==> src/rtl/rca_pipe.sv <==
// rca_pipe: STAGES-deep pipelined ripple-carry add/sub (x + y + c_in, or x - y); ovf/zero flags under RCA_PIPE_FLAGS_EN.
// Latency STAGES cycles, one op per cycle; the whole pipe freezes while out_valid && !out_ready, in_ready = !stall.
module rca_pipe #(
    parameter int N      = 16,
    parameter int STAGES = 4
) (
    input  logic         clk,
    input  logic         reset,
    input  logic         in_valid,
    output logic         in_ready,
    input  logic [N-1:0] x,
    input  logic [N-1:0] y,
    input  logic         c_in,
    input  logic         sub,
    output logic         out_valid,
    input  logic         out_ready,
    output logic [N-1:0] s,
    output logic         c_out
`ifdef RCA_PIPE_FLAGS_EN
    ,
    output logic         ovf,
    output logic         zero
`endif
);

    localparam int S       = STAGES;
    localparam int W       = N / STAGES;
    localparam int OUT_OFF = W * S * (S - 1) / 2;
    localparam int OPW     = (S > 1) ? OUT_OFF : 1;
    localparam int SMW     = W * S * (S + 1) / 2;

    if (STAGES < 1 || STAGES > N || (N % STAGES) != 0) begin : g_bad_cfg
        $error("rca_pipe: STAGES must divide N and lie in 1..N");
    end

    // Triangular storage, in chunks: level l keeps operand chunks l+1..S-1
    // (still waiting for their carry) and finished sum chunks 0..l.
    function automatic int op_idx(input int l, input int c);
        return l * (S - 1) - (l * (l - 1)) / 2 + (c - l - 1);
    endfunction

    function automatic int sm_idx(input int l, input int c);
        return (l * (l + 1)) / 2 + c;
    endfunction

    logic [S-1:0]   vld_q, vld_d;
    logic [S-1:0]   cy_q, cy_d;
    logic [OPW-1:0] xs_q, xs_d;
    logic [OPW-1:0] ys_q, ys_d;
    logic [SMW-1:0] ss_q, ss_d;
`ifdef RCA_PIPE_FLAGS_EN
    logic           ovf_q, ovf_d;
    logic           zero_q, zero_d;
`endif

    logic [N-1:0] y_eff;
    logic         c_eff;
    logic         stall;
    logic [W-1:0] a, b, sm;
    logic         ci, co;

    assign y_eff    = sub ? ~y : y;
    assign c_eff    = sub ? 1'b1 : c_in;
    assign stall    = vld_q[S-1] & ~out_ready;
    assign in_ready = ~stall;

    always_comb begin
        vld_d = vld_q;
        cy_d  = cy_q;
        xs_d  = xs_q;
        ys_d  = ys_q;
        ss_d  = ss_q;
        a     = '0;
        b     = '0;
        sm    = '0;
        ci    = 1'b0;
        co    = 1'b0;
`ifdef RCA_PIPE_FLAGS_EN
        ovf_d  = ovf_q;
        zero_d = zero_q;
`endif
        if (!stall) begin
            for (int l = 0; l < S; l++) begin
                if (l == 0) begin
                    a        = x[W-1:0];
                    b        = y_eff[W-1:0];
                    ci       = c_eff;
                    vld_d[0] = in_valid;
                end else begin
                    a        = xs_q[op_idx(l-1, l)*W +: W];
                    b        = ys_q[op_idx(l-1, l)*W +: W];
                    ci       = cy_q[l-1];
                    vld_d[l] = vld_q[l-1];
                end
                {co, sm} = {1'b0, a} + {1'b0, b} + {{W{1'b0}}, ci};
                cy_d[l]  = co;
                ss_d[sm_idx(l, l)*W +: W] = sm;
                for (int c = 0; c < S; c++) begin
                    if (c < l) begin
                        ss_d[sm_idx(l, c)*W +: W] = ss_q[sm_idx(l-1, c)*W +: W];
                    end else if (c > l) begin
                        if (l == 0) begin
                            xs_d[op_idx(0, c)*W +: W] = x[c*W +: W];
                            ys_d[op_idx(0, c)*W +: W] = y_eff[c*W +: W];
                        end else begin
                            xs_d[op_idx(l, c)*W +: W] = xs_q[op_idx(l-1, c)*W +: W];
                            ys_d[op_idx(l, c)*W +: W] = ys_q[op_idx(l-1, c)*W +: W];
                        end
                    end
                end
`ifdef RCA_PIPE_FLAGS_EN
                // a^b^sum at the MSB recovers the carry into it
                if (l == S - 1) begin
                    ovf_d = a[W-1] ^ b[W-1] ^ sm[W-1] ^ co;
                end
`endif
            end
`ifdef RCA_PIPE_FLAGS_EN
            zero_d = (ss_d[OUT_OFF +: N] == '0);
`endif
        end
    end

    always_ff @(posedge clk) begin
        if (reset) begin
            vld_q  <= '0;
            cy_q   <= '0;
            xs_q   <= '0;
            ys_q   <= '0;
            ss_q   <= '0;
`ifdef RCA_PIPE_FLAGS_EN
            ovf_q  <= 1'b0;
            zero_q <= 1'b0;
`endif
        end else begin
            vld_q  <= vld_d;
            cy_q   <= cy_d;
            xs_q   <= xs_d;
            ys_q   <= ys_d;
            ss_q   <= ss_d;
`ifdef RCA_PIPE_FLAGS_EN
            ovf_q  <= ovf_d;
            zero_q <= zero_d;
`endif
        end
    end

    assign out_valid = vld_q[S-1];
    assign c_out     = cy_q[S-1];
    assign s         = ss_q[OUT_OFF +: N];
`ifdef RCA_PIPE_FLAGS_EN
    assign ovf  = ovf_q;
    assign zero = zero_q;
`endif

endmodule

==> config.mk <==
export PLATFORM = sky130hd
export DESIGN_NAME = rca_pipe
export DESIGN_NICKNAME = d
export VERILOG_FILES = /design/src/rtl/rca_pipe.sv
export SDC_FILE = /design/constraint.sdc
export NUM_CORES = 1
export LEC_CHECK = 0
export BUFFER_PORTS_ARGS = -buffer_cell sky130_fd_sc_hd__buf_2
export CAP_MARGIN = 40
export CORE_MARGIN = 4
export CORE_UTILIZATION = 61
export CTS_BUF_LIST = sky130_fd_sc_hd__clkbuf_16
export CTS_CLUSTER_DIAMETER = 200
export CTS_CLUSTER_SIZE = 8
export DETAILED_ROUTE_END_ITERATION = 8
export GPL_ROUTABILITY_DRIVEN = 0
export PLACE_DENSITY = 0.84
export SYNTH_ARGS = -nofsm -noshare
export SYNTH_HDL_FRONTEND = slang
export SYNTH_SLANG_ARGS = --single-unit
export TNS_END_PERCENT = 1
==> constraint.sdc <==
create_clock -name clk -period 3.54 [get_ports clk]
set_input_delay 0.708 -clock clk [delete_from_list [all_inputs] [get_ports clk]]
set_output_delay 0.708 -clock clk [all_outputs]
set_load 0.1 [all_outputs]
==> out/qor.txt, run 1 <==
Post-synth net total = 546
Hold WC Path Type = register to register
Hold Worst Slack = 0.4471 ns
Headroom to the max-slew limit = 40.38%
Count of cells resized by post-cts repair = 0
Instance count of the mapped netlist = 488
Minimum clock period = 2.333 ns
Most frequent cells in the layout = 141 x sky130_fd_sc_hd__nand2_1, 96 x sky130_fd_sc_hd__dfxtp_1, 74 x sky130_fd_sc_hd__a21oi_1, 55 x sky130_fd_sc_hd__buf_2, 24 x sky130_fd_sc_hd__nor2_1
Setup Fix Bufs, Post-CTS = 0
Worst setup timing slack at the placement stage = 0.8713 ns
Number of failing setup endpoints in the final timing report = 0
Register bit total from synthesis = 96
Total core area = 0.006531 sq mm
Final worst clock skew = 0.004535 ns
RSZ-0062 raised after global routing = false
Cell Rows = 29
Wire length of the first global-routing pass = 13,030 um
Area used by sequential logic in the layout = 0.001922 sq mm
Maximum clock frequency = 428.6 MHz
IO buf count = 56
Remaining Overflow, GRT = 0
Crit Path Class = input pin to register
WL per Instance = 13.57 um
Multi-input gate area in the final layout = 0.001893 sq mm
Element type at the critical path end = register
Clock-pin transition on the worst setup and hold timing paths = 0.06 ns
Final Cell Area = 0.004582 sq mm
Critical path required time = 3.72 ns
HPWL after DPL = 5361 um
Power density relative to cell area = 526.1 mW/mm^2
Arrival time worst endpoint = 2.51 ns
Maximum number of pins on one net before global-route repair = 92
Critical Path Max Stage Delay = 0.42 ns
Initial core utilization = 64.31%
Syn Area/Cell = 8.607 sq um
Post-Syn Area = 0.004200 sq mm
Total global-route track usage = 19.37%
Horizontal die dimension = 90.98 um
Largest driver fanout on the critical path = 4
Leakage = 1.934 nW
Count of fill cells added during filler insertion = 535
Via-to-Cell Ratio = 5.372
Hold-fix buffers at CTS = 0
Placed cells = 578
Least setup slack across all paths after layout = 1.207 ns
Final instance count without filler cells = 594
Max-cap check violation count = 0
DR DRC count = 0
Fraction of layout instances using a drive strength above 1 = 15.67%
Type of element launching the critical path = input pin
Library cell contributing the largest single delay on the critical path = sky130_fd_sc_hd__fa_1
Starting DRT DRC Count = 158
CTS Root Cell = sky130_fd_sc_hd__clkbuf_16
TritonCTS clock tree = built
Maximum ir drop on the vdd rail = 0.2870 mV
Area of the die = 0.008277 sq mm
Final Slew Violations = 0
Slew at the pin closest to its max-slew limit = 0.8942 ns
Proportion of synthesized chip area in sequential cells = 45.76%
Clock Sinks = 96
Commonest non-fill, non-tap cell in the layout = sky130_fd_sc_hd__nand2_1
Skew-Pair Late Insertion Delay = 0.33 ns
Total via count after detailed routing = 3,191
Clock Path Buffers = 2
Number of global-route vias before repair = 2,917
Layout Nets = 570
Antenna violations before repair = 0
Yosys warnings = 0
Final period util = 65.91%
Total negative setup slack = 0 ns
Hold violation count in the final report = 0
Count of distinct cell types in the synthesized netlist = 27
Total cell area at the placement stage = 0.004293 sq mm
Die Span Y = 90.98 um
Number of optimization iterations in the first detailed-route pass = 4
Cell breakdown of the critical path = buf_2 > or2_2 > fa_1 > fa_1 > a21o_1 > a211oi_1 > a211oi_1
Cts bufs inserted = 9
Post-detailed-routing wire length = 8058 um
Count of nets left with antenna violations after detail routing = 0
H-tree depth reported by CTS = 3
Layout overhead on the synthesized area = 9.085%
Antenna diode count = 0
Number of top-level pins = 57
Outcome = completed
## report_power, final
part           internal (mW)  switching, mW  total, mW
registers               1.15         0.0381       1.19
clock network          0.539          0.390      0.930
logic                  0.109          0.182      0.291
total                   1.80          0.610       2.41
## area by class of cell
| class | instances | area share [%] |
|---|---|---|
| multi-input cells | 333 | 41.32 |
| well taps | 77 | 2.103 |
| clock buffers | 9 | 4.915 |
| flip-flops and latches | 96 | 41.94 |
| clock inverters | 7 | 1.393 |
| repair buffers | 63 | 7.591 |
| inverters | 9 | 0.7373 |
## metal layers
metal / part of all wire (%) / track usage (%) / routed length [um] / vias to the layer above
li1: - / - / - / 1640
met5: 0 / 0 / 0 / -
met1: 43 / 24.54 / 3484 / 1464
met3: 3.9 / 2.810 / 317 / 23
met4: 4.3 / 12.69 / 349 / 0
met2: 48 / 30.90 / 3907 / 64
## flip-flops by register name, indices dropped and copies added (netlist names)
signal,flops
xs_q,24
cy_q,4
ss_q,40
ys_q,24
vld_q,4
## synth_stat cells (all sizes together)
| cell type | instances | area [sq um] |
|---|---|---|
| nand2 | 141 | 529.3 |
| dfxtp | 96 | 1922 |
| a21oi | 74 | 370.4 |
| buf | 45 | 332.8 |
| nor2 | 24 | 90.09 |
| a211oi | 22 | 165.2 |
| xnor2 | 14 | 122.6 |
| ha | 12 | 150.1 |
| inv | 9 | 33.78 |
| fa | 8 | 160.2 |
| nand3b | 6 | 45.04 |
| xor2 | 6 | 52.55 |
| a21o | 5 | 37.54 |
| clkbuf | 5 | 18.77 |
| a2111o | 4 | 45.04 |
| o211ai | 4 | 40.03 |
| nand2b | 3 | 18.77 |
| nor2b | 3 | 26.27 |
| or3 | 3 | 18.77 |
| o21ai | 2 | 10.01 |
| nor3 | 1 | 5.000 |
| or2 | 1 | 6.260 |
## kinds of logic after synthesis
group | after synthesis | share of synthesized area [%]
compound gates | 111 | 15.91
xor+xnor | 20 | 4.170
fa+ha+maj | 20 | 7.387
buf+inv | 59 | 9.175
flops | 96 | 45.76
simple gates | 182 | 17.61
## worst max-delay path, delay by kind of cell
kind	cells	cell delay [ns]
adders and majority gates	2	0.83
AOI/OAI and AO/OA	3	0.50
and+or+nand+nor	1	0.31
buffers and inverters	1	0.15
## stage by stage
step           power, mW  util (%)
2_1_floorplan      1.441         -
3_3_place_gp       1.489     65.73
3_5_place_dp       1.502     65.73
4_1_cts            2.424     70.15
5_1_grt            2.508     70.15
6_report           2.411     70.15
## path summary, 6_finish.rpt
path	end	slack (ns)	from	cells past startpoint
worst max-delay path	cy_q[0]	1.21	sub	7
worst min-delay path	ss_q[25]	0.45	ss_q[25]	2
worst max register to register	cy_q[3]	1.66	cy_q[2]	5
worst min register to register	ss_q[25]	0.45	ss_q[25]	2
(Power assumes the default switching activity.)
==> inputs of run 2 (changes only) <==
--- a/config.mk
+++ b/config.mk
@@ -8,13 +8,13 @@
 export BUFFER_PORTS_ARGS = -buffer_cell sky130_fd_sc_hd__buf_2
 export CAP_MARGIN = 40
 export CORE_MARGIN = 4
-export CORE_UTILIZATION = 61
+export CORE_UTILIZATION = 51
 export CTS_BUF_LIST = sky130_fd_sc_hd__clkbuf_16
 export CTS_CLUSTER_DIAMETER = 200
 export CTS_CLUSTER_SIZE = 8
 export DETAILED_ROUTE_END_ITERATION = 8
 export GPL_ROUTABILITY_DRIVEN = 0
-export PLACE_DENSITY = 0.84
+export PLACE_DENSITY = 0.75
 export SYNTH_ARGS = -nofsm -noshare
 export SYNTH_HDL_FRONTEND = slang
 export SYNTH_SLANG_ARGS = --single-unit
==> constraint.sdc (replaced) <==
create_clock -name clk -period 2.1 [get_ports clk]
set_input_delay 0.42 -clock clk [delete_from_list [all_inputs] [get_ports clk]]
set_output_delay 0.42 -clock clk [all_outputs]
set_load 0.1 [all_outputs]
==> out/qor.txt, run 2 (synthesized netlist as in run 1, its figures left out) <==
Maximum clock frequency = 541.8 MHz
H-tree depth reported by CTS = 3 (unchanged)
Clock-pin transition on the worst setup and hold timing paths = 0.06 ns (about the same)
Post-detailed-routing wire length = 8281 um (was 8058 um)
Cts bufs inserted = 9 (unchanged)
Number of top-level pins = 57 (unchanged)
Remaining Overflow, GRT = 0 (unchanged)
Sequential group share of total power = 49.1% (was 49.4%)
Total global-route track usage = 17.35% (was 19.37%)
Largest driver fanout on the critical path = 2 (was 4)
HPWL after DPL = 5597 um (was 5361 um)
Commonest non-fill, non-tap cell in the layout = sky130_fd_sc_hd__nand2_1 (unchanged)
Number of optimization iterations in the first detailed-route pass = 4 (unchanged)
DR DRC count = 0 (unchanged)
Biggest registers after layout = ss_q x40, xs_q x24, ys_q x24 (unchanged)
Total power after layout = 4.087 mW (was 2.411 mW)
Crit Path Class = register to register (was input pin to register)
Cell Rows = 32 (was 29)
Count of fill cells added during filler insertion = 716 (was 535)
Most frequent cells in the layout = 141 x sky130_fd_sc_hd__nand2_1, 96 x sky130_fd_sc_hd__dfxtp_1, 74 x sky130_fd_sc_hd__a21oi_1, 56 x sky130_fd_sc_hd__buf_2, 24 x sky130_fd_sc_hd__nor2_1 (was 141 x sky130_fd_sc_hd__nand2_1, 96 x sky130_fd_sc_hd__dfxtp_1, 74 x sky130_fd_sc_hd__a21oi_1, 55 x sky130_fd_sc_hd__buf_2, 24 x sky130_fd_sc_hd__nor2_1)
Hold-fix buffers at CTS = 0 (unchanged)
Arrival time worst endpoint = 2.06 ns (was 2.51 ns)
Hold WC Path Type = input pin to register (was register to register)
Die Span Y = 98.75 um (was 90.98 um)
Maximum number of pins on one net before global-route repair = 92 (unchanged)
Outcome = completed (unchanged)
Max-cap check violation count = 0 (unchanged)
Area of the die = 0.009752 sq mm (was 0.008277 sq mm)
Via-to-Cell Ratio = 5.185 (was 5.372)
Fraction of layout instances using a drive strength above 1 = 16.92% (was 15.67%)
Number of failing setup endpoints in the final timing report = 0 (unchanged)
TritonCTS clock tree = built (unchanged)
Final Slew Violations = 0 (unchanged)
IO buf count = 56 (unchanged)
CTS Root Cell = sky130_fd_sc_hd__clkbuf_16 (unchanged)
Internal power consumption = 3.047 mW (was 1.800 mW)
Type of element launching the critical path = register (was input pin)
Setup Fix Bufs, Post-CTS = 0 (unchanged)
Clock Path Buffers = 2 (unchanged)
Number of flip-flops under the largest register name = 40 (unchanged)
Least setup slack across all paths after layout = 0.2544 ns (was 1.207 ns)
Top register by number of flip-flops = ss_q (unchanged)
Antenna diode count = 0 (unchanged)
Net switching power = 1.040 mW (was 610.3 uW)
Minimum clock period = 1.846 ns
Skew-Pair Late Insertion Delay = 0.33 ns (about the same)
Count of nets left with antenna violations after detail routing = 0 (unchanged)
Horizontal die dimension = 98.75 um (was 90.98 um)
Total via count after detailed routing = 3,225 (was 3,191)
Power density relative to cell area = 877.4 mW/mm^2 (was 526.1 mW/mm^2)
Clock Sinks = 96 (unchanged)
Part of the total power dissipated in the clock network = 38.6% (about the same)
Initial core utilization = 53.52% (was 64.31%)
Layout overhead on the synthesized area = 10.90% (was 9.085%)
WL per Instance = 13.31 um (was 13.57 um)
Util after Layout = 59.36% (was 70.15%)
Net Sw Frac = 25.45% (was 25.32%)
Portion of total power attributed to combinational logic = 12.3% (was 12.1%)
Final worst clock skew = 0.005195 ns (was 0.004535 ns)
Wire length of the first global-routing pass = 13,880 um (was 13,030 um)
Starting DRT DRC Count = 182 (was 158)
Worst setup timing slack at the placement stage = -0.07714 ns (was 0.8713 ns)
Layout Nets = 573 (was 570)
Number of global-route vias before repair = 3,080 (was 2,917)
Count of cells resized by post-cts repair = 0 (unchanged)
Element type at the critical path end = register (unchanged)
Hold violation count in the final report = 0 (unchanged)
Critical path required time = 2.31 ns (was 3.72 ns)
Antenna violations before repair = 0 (unchanged)
Leakage = 1.965 nW (was 1.934 nW)
RSZ-0062 raised after global routing = false (unchanged)
Slew at the pin closest to its max-slew limit = 0.5870 ns (was 0.8942 ns)
Maximum ir drop on the vdd rail = 0.5502 mV (was 0.2870 mV)
Final period util = 87.88%
Headroom to the max-slew limit = 60.87% (was 40.38%)
Total negative setup slack = 0 ns (unchanged)
Total core area = 0.007848 sq mm (was 0.006531 sq mm)
## run 2: cell count changes in the layout (fill, tap and decap cells not counted), moves of 2 or more
cell | before | now
sky130_fd_sc_hd__clkinv_2 | 0 | 2
sky130_fd_sc_hd__fa_2 | 0 | 2
sky130_fd_sc_hd__clkinv_1 | 2 | 0
sky130_fd_sc_hd__fa_1 | 8 | 6
sky130_fd_sc_hd__clkinvlp_4 | 3 | 1
## run 2: stage by stage
stage	cells	instance area [sq um]	hold slack, ns
5_1_grt	622	4658	0.3252
2_1_floorplan	488	4225	0.4319
6_report	622	4658	0.3274
3_3_place_gp	606	4369	0.4359
4_1_cts	622	4658	0.3185
3_5_place_dp	606	4369	0.4424
## run 2: path summary, 6_finish.rpt
kind | from | slack (ns) | endpoint | depth (start not counted)
max | cy_q[2] | 0.25 | cy_q[3] | 5
min | x[4] | 0.33 | xs_q[0] | 3
max reg2reg | cy_q[2] | 0.25 | cy_q[3] | 5
min reg2reg | ss_q[26] | 0.45 | ss_q[26] | 2
## run 2: power groups by stage
stage | Clock (mW) | Sequential, mW | Combinational [mW]
floorplan | 0 | 2.03 | 0.405
global placement | 0 | 2.04 | 0.484
detailed placement | 0 | 2.05 | 0.500
CTS | 1.61 | 2.01 | 0.504
global route | 1.67 | 2.02 | 0.558
finish | 1.58 | 2.01 | 0.502
## run 2: layout make-up
class                      count  area (sq um)  area share, %
timing repair buffer          66         380.4          8.165
multi-input combinational    333          1906          40.91
clock buffer                   9         225.2          4.835
tap                          102         127.6          2.740
clock inverter                 7         63.81          1.370
inverter                       9         33.78         0.7252
sequential                    96          1922          41.26
## run 2: worst max-delay path: stages (launching register included)
cell and delay, ns:
sky130_fd_sc_hd__dfxtp_1 0.32, sky130_fd_sc_hd__fa_1 0.46, sky130_fd_sc_hd__fa_1 0.41, sky130_fd_sc_hd__a21o_1 0.17
sky130_fd_sc_hd__a211oi_1 0.27, sky130_fd_sc_hd__nor3_1 0.09
## run 2: routing by layer
| layer | GRT usage (%) | vias up | wire, um |
|---|---|---|---|
| met5 | 0 | - | 0 |
| met4 | 8.613 | 0 | 226 |
| met3 | 3.185 | 19 | 380 |
| met2 | 27.43 | 70 | 3982 |
| met1 | 22.77 | 1494 | 3691 |
| li1 | - | 1642 | - |
